File: src/rtl/branch_resolver_pkg.sv
// Shared core definitions: branch opcode, predictor geometry defaults and
// the in-flight branch record shared by the resolver and the predictor.
package branch_resolver_pkg;

  // opcode[6:2] pattern of a conditional branch
  localparam logic [4:0] BRANCH_OPCODE = 5'b11000;

  // Predictor geometry defaults
  localparam int INDEX_W_DEFAULT = 10;
  localparam int DEPTH_DEFAULT   = 4;

  // One predicted branch waiting for resolution
  typedef struct packed {
    logic [31:0] pc;
    logic        pred_taken;
    logic [31:0] pred_pc;
  } branch_entry_t;

  localparam int ENTRY_W = $bits(branch_entry_t);

  // True when a 7-bit opcode is a conditional branch
  function automatic logic is_cond_branch(input logic [6:0] opcode);
    return (opcode[6:2] == BRANCH_OPCODE);
  endfunction

  // 16-bit increment that sticks at all-ones
  function automatic logic [15:0] sat_inc16(input logic [15:0] value);
    logic [15:0] result;
    if (value == 16'hFFFF) begin
      result = value;
    end else begin
      result = value + 16'd1;
    end
    return result;
  endfunction

endpackage

File: src/rtl/branch_fifo.sv
// In-order FIFO of in-flight branch records. Push is accepted when there is
// room or when a pop frees a slot in the same cycle; flush empties it and
// takes priority over push and pop.
module branch_fifo #(
  parameter int WIDTH = 65,
  parameter int DEPTH = 4,
  localparam int CNT_W = $clog2(DEPTH + 1),
  localparam int PTR_W = (DEPTH > 1) ? $clog2(DEPTH) : 1
) (
  input  logic             clock_in,
  input  logic             reset_in,
  input  logic             push,
  input  logic             pop,
  input  logic             flush,
  input  logic [WIDTH-1:0] wr_data,
  output logic [WIDTH-1:0] rd_data,
  output logic [CNT_W-1:0] count,
  output logic             full
);

  logic [WIDTH-1:0] mem_r [DEPTH];
  logic [PTR_W-1:0] wr_ptr_r;
  logic [PTR_W-1:0] rd_ptr_r;
  logic [CNT_W-1:0] count_r;
  logic             full_r;

  logic             push_ok_s;
  logic             pop_ok_s;
  logic [CNT_W-1:0] count_next_s;
  logic [PTR_W-1:0] wr_ptr_next_s;
  logic [PTR_W-1:0] rd_ptr_next_s;

  // Pointer increment that wraps at DEPTH-1, also for non power-of-two depths
  function automatic logic [PTR_W-1:0] ptr_inc(input logic [PTR_W-1:0] ptr);
    logic [PTR_W-1:0] result;
    if (ptr == PTR_W'(DEPTH - 1)) begin
      result = {PTR_W{1'b0}};
    end else begin
      result = ptr + PTR_W'(1);
    end
    return result;
  endfunction

  // Accept/advance decisions and next occupancy
  always_comb begin
    push_ok_s     = push && ((count_r < CNT_W'(DEPTH)) || pop);
    pop_ok_s      = pop && (count_r != {CNT_W{1'b0}});
    count_next_s  = count_r;
    wr_ptr_next_s = wr_ptr_r;
    rd_ptr_next_s = rd_ptr_r;
    if (flush) begin
      count_next_s  = {CNT_W{1'b0}};
      wr_ptr_next_s = {PTR_W{1'b0}};
      rd_ptr_next_s = {PTR_W{1'b0}};
    end else begin
      if (push_ok_s) begin
        wr_ptr_next_s = ptr_inc(wr_ptr_r);
      end else begin
        wr_ptr_next_s = wr_ptr_r;
      end
      if (pop_ok_s) begin
        rd_ptr_next_s = ptr_inc(rd_ptr_r);
      end else begin
        rd_ptr_next_s = rd_ptr_r;
      end
      case ({push_ok_s, pop_ok_s})
        2'b10:   count_next_s = count_r + CNT_W'(1);
        2'b01:   count_next_s = count_r - CNT_W'(1);
        default: count_next_s = count_r;
      endcase
    end
  end

  // Pointer, occupancy and full-flag registers
  always_ff @(posedge clock_in) begin
    if (!reset_in) begin
      wr_ptr_r <= {PTR_W{1'b0}};
      rd_ptr_r <= {PTR_W{1'b0}};
      count_r  <= {CNT_W{1'b0}};
      full_r   <= 1'b0;
    end else begin
      wr_ptr_r <= wr_ptr_next_s;
      rd_ptr_r <= rd_ptr_next_s;
      count_r  <= count_next_s;
      full_r   <= (count_next_s == CNT_W'(DEPTH));
    end
  end

  // Entry storage; wrong-path pushes during a flush are not written
  always_ff @(posedge clock_in) begin
    if (!reset_in) begin
      for (int i = 0; i < DEPTH; i++) begin
        mem_r[i] <= {WIDTH{1'b0}};
      end
    end else if (push_ok_s && !flush) begin
      mem_r[wr_ptr_r] <= wr_data;
    end else begin
      mem_r[wr_ptr_r] <= mem_r[wr_ptr_r];
    end
  end

  assign rd_data = mem_r[rd_ptr_r];
  assign count   = count_r;
  assign full    = full_r;

endmodule

File: src/rtl/branch_resolver.sv
// Branch resolver: queues predicted conditional branches from fetch, compares
// each against its execute-stage outcome in order, produces a one-cycle
// predictor update, and redirects fetch (flushing younger branches) on a
// mispredict.
module branch_resolver
  import branch_resolver_pkg::*;
#(
  parameter int DEPTH   = DEPTH_DEFAULT,
  parameter int INDEX_W = INDEX_W_DEFAULT
) (
  input  logic               clock_in,
  input  logic               reset_in,
  input  logic               fetch_push_in,
  input  logic [31:0]        fetch_pc_in,
  input  logic               fetch_pred_taken_in,
  input  logic [31:0]        fetch_pred_pc_in,
  output logic               fetch_stall_out,
  input  logic               exu_valid_in,
  input  logic               exu_taken_in,
  input  logic [31:0]        exu_target_in,
  output logic               feedback_enable_out,
  output logic               taken_branch_out,
  output logic [INDEX_W-1:0] pc_indx_branch_out,
  output logic               redirect_out,
  output logic [31:0]        redirect_pc_out,
  output logic [15:0]        mispredict_count_out,
  output logic               orphan_err_out
);

  localparam int CNT_W = $clog2(DEPTH + 1);

  branch_entry_t      push_entry_s;
  branch_entry_t      head_s;
  logic [ENTRY_W-1:0] rd_data_s;
  logic [CNT_W-1:0]   fifo_count_s;
  logic               fifo_full_s;

  logic               resolve_s;
  logic               orphan_s;
  logic               mispredict_s;
  logic [31:0]        correct_pc_s;

  logic               feedback_r;
  logic               taken_r;
  logic [INDEX_W-1:0] indx_r;
  logic               redirect_r;
  logic [31:0]        redirect_pc_r;
  logic [15:0]        mispredict_count_r;
  logic               orphan_r;

  branch_fifo #(
    .WIDTH (ENTRY_W),
    .DEPTH (DEPTH)
  ) u_fifo (
    .clock_in (clock_in),
    .reset_in (reset_in),
    .push     (fetch_push_in),
    .pop      (resolve_s),
    .flush    (mispredict_s),
    .wr_data  (push_entry_s),
    .rd_data  (rd_data_s),
    .count    (fifo_count_s),
    .full     (fifo_full_s)
  );

  // Compare the oldest in-flight branch against the execute outcome
  always_comb begin
    push_entry_s            = '{pc: 32'd0, pred_taken: 1'b0, pred_pc: 32'd0};
    push_entry_s.pc         = fetch_pc_in;
    push_entry_s.pred_taken = fetch_pred_taken_in;
    push_entry_s.pred_pc    = fetch_pred_pc_in;
    head_s                  = branch_entry_t'(rd_data_s);
    resolve_s               = exu_valid_in && (fifo_count_s != {CNT_W{1'b0}});
    orphan_s                = exu_valid_in && (fifo_count_s == {CNT_W{1'b0}});
    if (exu_taken_in) begin
      correct_pc_s = exu_target_in;
    end else begin
      correct_pc_s = head_s.pc + 32'd4;
    end
    mispredict_s = 1'b0;
    if (!resolve_s) begin
      mispredict_s = 1'b0;
    end else if (head_s.pred_taken != exu_taken_in) begin
      mispredict_s = 1'b1;
    end else if (exu_taken_in && (head_s.pred_pc != exu_target_in)) begin
      mispredict_s = 1'b1;
    end else begin
      mispredict_s = 1'b0;
    end
  end

  // Registered predictor update, redirect, statistics and error flag
  always_ff @(posedge clock_in) begin
    if (!reset_in) begin
      feedback_r         <= 1'b0;
      taken_r            <= 1'b0;
      indx_r             <= {INDEX_W{1'b0}};
      redirect_r         <= 1'b0;
      redirect_pc_r      <= 32'd0;
      mispredict_count_r <= 16'd0;
      orphan_r           <= 1'b0;
    end else begin
      feedback_r    <= resolve_s;
      taken_r       <= resolve_s && exu_taken_in;
      indx_r        <= resolve_s ? head_s.pc[INDEX_W-1:0] : {INDEX_W{1'b0}};
      redirect_r    <= mispredict_s;
      redirect_pc_r <= mispredict_s ? correct_pc_s : 32'd0;
      if (mispredict_s) begin
        mispredict_count_r <= sat_inc16(mispredict_count_r);
      end
      orphan_r <= orphan_r || orphan_s;
    end
  end

  assign fetch_stall_out      = fifo_full_s;
  assign feedback_enable_out  = feedback_r;
  assign taken_branch_out     = taken_r;
  assign pc_indx_branch_out   = indx_r;
  assign redirect_out         = redirect_r;
  assign redirect_pc_out      = redirect_pc_r;
  assign mispredict_count_out = mispredict_count_r;
  assign orphan_err_out       = orphan_r;

endmodule

File: config.mk
export PLATFORM = sky130hd
export DESIGN_NAME = branch_resolver
export DESIGN_NICKNAME = d
export VERILOG_FILES = /design/src/rtl/branch_resolver_pkg.sv /design/src/rtl/branch_fifo.sv /design/src/rtl/branch_resolver.sv
export SDC_FILE = /design/constraint.sdc
export NUM_CORES = 1
export LEC_CHECK = 0
export CORE_MARGIN = 2
export CORE_UTILIZATION = 61
export DETAILED_ROUTE_END_ITERATION = 16
export HOLD_SLACK_MARGIN = 0.15
export PLACE_DENSITY = 0.92
export SYNTH_ARGS = -nofsm -noshare
export SYNTH_HDL_FRONTEND = slang
export SYNTH_SLANG_ARGS = --single-unit
File: constraint.sdc
create_clock -name clock_in -period 16.7 [get_ports clock_in]
set_clock_uncertainty 0.1 [all_clocks]
set_input_delay 4.175 -clock clock_in [delete_from_list [all_inputs] [get_ports clock_in]]
set_output_delay 4.175 -clock clock_in [all_outputs]
set_load 0.02 [all_outputs]
**Yosys cells after proc, flatten, opt, wreduce, memory -nomap -nowiden**

Memory sizes are Yosys's and may differ from the RTL's. A register that Yosys moved wholly into a read port is not among the register bits.
Cells that the tools add are included.

- Input port bits: 102
- Output and inout port bits: 63
- Memory bits (writable): 260
- Logic and storage cells: 70
- Memories kept: 1
- Register bits: 70

Memories:

| memory | words | width | rd ports | clocked after Yosys merged registers in | write ports | RTL line | text |
|---|---|---|---|---|---|---|---|
| u_fifo.mem_r | 4 | 65 | 1 | 1 | 4 | branch_fifo.sv:21 | `logic [WIDTH-1:0] mem_r [DEPTH];` |

- Equal/unequal tests: 9
- Reduce and logical (&&, ||, !) cells: 18
- Order comparisons: 1
- Bitwise gates (word level): 3
- Add/subtract/negate cells: 6
- Muxes and demuxes: 21

Operator list:

| cell | count |
|---|---|
| 65-bit 2-to-1 mux | 2 |
| 65-bit OR reduction | 1 |
| 32-bit by 3-bit adder with 32-bit output, second input constant | 1 |
| 32-bit 2-to-1 mux | 1 |
| 32-bit != test | 1 |
| 16-bit by 1-bit adder with 16-bit output, second input constant | 1 |
| 16-bit == test, second input constant | 1 |
| 1-bit 2-to-1 mux | 11 |
| 2-bit 2-to-1 mux | 5 |
| 2-bit AND reduction | 4 |
| 1-bit logical AND | 7 |
| 2-bit == test, second input constant | 3 |
| 3-bit one-hot mux with 2 select lines | 1 |
| 2-bit by 1-bit adder with 2-bit output, second input constant | 2 |
| 3-bit by 1-bit adder with 3-bit output, second input constant | 1 |
| 3-bit == test, second input constant | 1 |
| 3-bit zero test | 1 |
| 3-bit less-than comparator, second input constant | 1 |
| 3-bit 2-to-1 mux | 1 |
| 3-bit nonzero test | 1 |
| 3-bit by 1-bit subtractor with 3-bit output, second input constant | 1 |
| 2-bit by 1-bit == test with 1-bit output, second input constant | 1 |
| 1-bit logical OR | 2 |
| 1-bit NOT | 2 |
| 5 further kinds | 5 |

**Depth between registers and ports, before layout**

- Depth in word-level cells: 14
- Depth in mapped cells: 14
- Depth with buffers taken out: 10

**Modules after synthesis**

A second synthesis with hierarchy kept.

- Cells, all modules: 1083
- Area total of the unflattened synthesis: 15270.9 sq um

By module, submodules not included:

| module | cells an instance | area an instance (sq um) | times used | seq. area each (sq um) |
|---|---|---|---|---|
| branch_fifo | 700 | 11997.8 | 1 | 8007.7 |
| branch_resolver | 383 | 3273.1 | 1 | 1241.2 |

**Worst setup path before layout**

Ideal clock, no wire load.

- Kind: input to register
- From: in exu_taken_in
- To: mem u_fifo.mem_r[3][0], enable pin
- Data required time: 16.022 ns
- Path slack: 5.769 ns
- Stages on the path: 8
- Setup time: 0.578 ns
- Path buffers: 2
- Arrival: 10.253 ns
- Cells stage by stage: clkbuf_1 > inv_1 > a2111o_1 > a2111oi_4 > o2111a_1 > nor2_1 > clkbuf_1 > o21ai_0

RTL lines:

| item | RTL line | text |
|---|---|---|
| from (decl) | branch_resolver.sv:19 | `input logic exu_taken_in,` |
| to (decl) | branch_fifo.sv:21 |  |

==> flow_summary_export.csv <==
group,metric,value,unit
outcome,status,"finished clean",
synthesis,syn_inst,1099,
timing,slew_headroom,22.9,%
routing,via_per_inst,6.31,
clocking,cts_setup_buffers,0,
timing,hold_viol_final,0,
power_and_ir_drop,p_per_area,127,nW/um2
critical_path,worst_setup_path_end_kind,"flop",
synthesis,yosys.cell_types.count,61,
timing,fin_crit_sh,55.7,%
clocking,htree_num_levels,2,
clocking,cts-hold-fix-buffers,0,
critical_path,cp.arrival,9.35,ns
critical_path,crit_path_max_fanout,66,
die,core.rowCount,57,
grt,globalRouteOverflowTotal,0,
routing,wirelength,38.6,mm
routing,drt-initial-drc-count,1365,
timing,worst_pin_slew,1.16,ns
grt,grt_pass1_vias,10200,
timing,fmax,107,MHz
power_and_ir_drop,p_total,0.00230,W
timing,rsz0062_at_grt,"no",
final_layout,layout-drive-gt1-share,10.9,%
synthesis,synthesis.nets,1207,
grt,grt_max_degree,71,
synthesis,yosysSeqAreaShare,61.1,%
clocking,cts_resized,0,
synthesis,syn_area,15100,um2
routing,dr.pass1.iters,5,
routing,drt.antenna.violating_nets,0,
die,coreArea,24300,um2
clocking,cts_buffers,34,
critical_path,critPathRequiredTime,16.74,ns
die,die_w,161,um
final_layout,diodes,0,
routing,wire_per_inst,24.3,um
place,place_congestion,0.875,
timing,timing.final.max_slew_violations,0,
synthesis,synthArstFlopShare,0,%
die,num_io_pins,165,
synthesis,synth_ff_type,"edfxtp_1",
timing,layout_min_cycle_time,9.31,ns
final_layout,nets,1349,
timing,setup_viol,0,
clocking,clockBufferDepth,3,
routing,drc_errors,0,
synthesis,synth_edf_count,260,
place,hpwl,23.7,mm
die,die_h,161,um
grt,antenna_found_initial,0,
grt,grt_pass1_wl,58.7,mm
place,dpl.cell_count,1529,
die,dieArea,26100,um2
timing,tns,0,ns
power_and_ir_drop,leakagePower,6.70,nW
synthesis,synth_seq_cells,332,
final_layout,fin_cells,1590,
routing,vias,10000,
clocking,cts-root-buf,"clkbuf_16",
final_layout,final_cell_mix,"260 x edfxtp_1, 199 x and2_1, 164 x clkdlybuf4s50_1",
clocking,cts_sinks,332,
critical_path,crit_type,"primary input to flop",
power_and_ir_drop,ir_worst_vdd,0.0000789,V
grt,grt.total_usage,29.9,%
final_layout,mostFrequentLayoutCell,"edfxtp_1",
synthesis,yosysWarnings,0,
die,initial_core_util,62.2,%
critical_path,start_kind,"primary input",
place,portBuffers,164,
final_layout,synthToLayoutAreaGrowth,19.2,%
synthesis,syn_area_per_cell,13.8,um2
clocking,path_clk_slew,0.06,ns
clocking,cts_tree,"done",
worst_hold_path,hold_path_class,"flop to flop",
clocking,clk_latency,0.52,ns
flow_run,maxCapViolations,0,
==> final timing paths <==
path / from / end / slack [ns] / cells past startpoint
max: exu_taken_in / u_fifo.mem_r[1][11] / 7.39 / 11
min reg2reg: orphan_err_out / orphan_err_out / 0.39 / 2
min: orphan_err_out / orphan_err_out / 0.39 / 2
max reg2reg: flop / u_fifo.mem_r[1][11] / 10.49 / 11
==> worst max-delay path: stages <==
cell	delay, ns
clkdlybuf4s50_1	0.46
buf_4	0.35
inv_1	0.61
a2111o_1	0.60
a2111oi_4	0.33
o2111ai_1	0.38
a21oi_4	0.33
and4b_2	0.26
buf_4	0.56
nand2b_2	0.45
buf_4	0.75
==> where the power goes <==
group / switching, W / internal [W]
Sequential: 0.0000551 / 0.000990
Combinational: 0.000272 / 0.000222
Clock: 0.000310 / 0.000450
==> metal layers <==
| metal | vias to the layer above | track usage [%] | wire length (um) |
|---|---|---|---|
| met1 | 4919 | 38.0 | 13800 |
| met3 | 117 | 5.37 | 3770 |
| met4 | 0 | 13.1 | 1660 |
| met2 | 681 | 51.0 | 19400 |
| met5 | - | 0 | 0 |
| li1 | 4323 | - | - |
==> flip-flops by register name, summed over array words and instances, names as in the netlist, named ones only <==
register              flops
u_fifo.mem_r            260
redirect_pc_out          32
mispredict_count_out     16
pc_indx_branch_out       10
u_fifo.count              3
u_fifo.rd_ptr_r           2
u_fifo.wr_ptr_r           2
feedback_enable_out       1
orphan_err_out            1
redirect_out              1
taken_branch_out          1
u_fifo.full               1
==> cell type report <==
type,count,area (um2)
multi-input cells,680,5440
inverters,16,60.1
fillers,1416,6290
clock buffers,53,1090
repair buffers,177,1740
flip-flops and latches,332,9260
well taps,324,405
clock inverters,8,47.5
==> Yosys cell counts (15+ instances only) <==
cell type | count | share of area [%]
clkbuf_1 | 39 | 0.97
nand3_1 | 15 | 0.50
edfxtp_1 | 260 | 52
a21oi_1 | 28 | 0.93
nor3_1 | 16 | 0.53
nor2_1 | 54 | 1.3
and3_1 | 86 | 3.6
mux4_2 | 53 | 7.9
nand2_1 | 33 | 0.82
mux2i_1 | 20 | 1.3
inv_1 | 16 | 0.40
and2_1 | 199 | 8.2
dfxtp_1 | 72 | 9.5
xor2_1 | 18 | 1.0
xnor2_1 | 43 | 2.5
buf_2 | 16 | 0.53
==> cells by family after synthesis <==
| group | synth area share, % |
|---|---|
| mux | 10.6 |
| simple gates | 17.5 |
| buf+inv | 3.13 |
| flops | 61.1 |
| fa+ha+maj | 0.546 |
| compound gates | 3.54 |
| xor+xnor | 3.53 |
==> through the flow <==
stage          hold WS [ns]  util (%)  setup WS (ns)  cell area [um2]
2_1_floorplan         0.414         -           5.77            15100
3_3_place_gp          0.354      69.5           7.21            16900
3_5_place_dp          0.376      69.5           7.03            16900
4_1_cts               0.390      74.1           7.52            18000
5_1_grt               0.415      74.1           7.15            18000
6_report              0.389      74.1           7.39            18000
(Power assumes the default switching activity.)
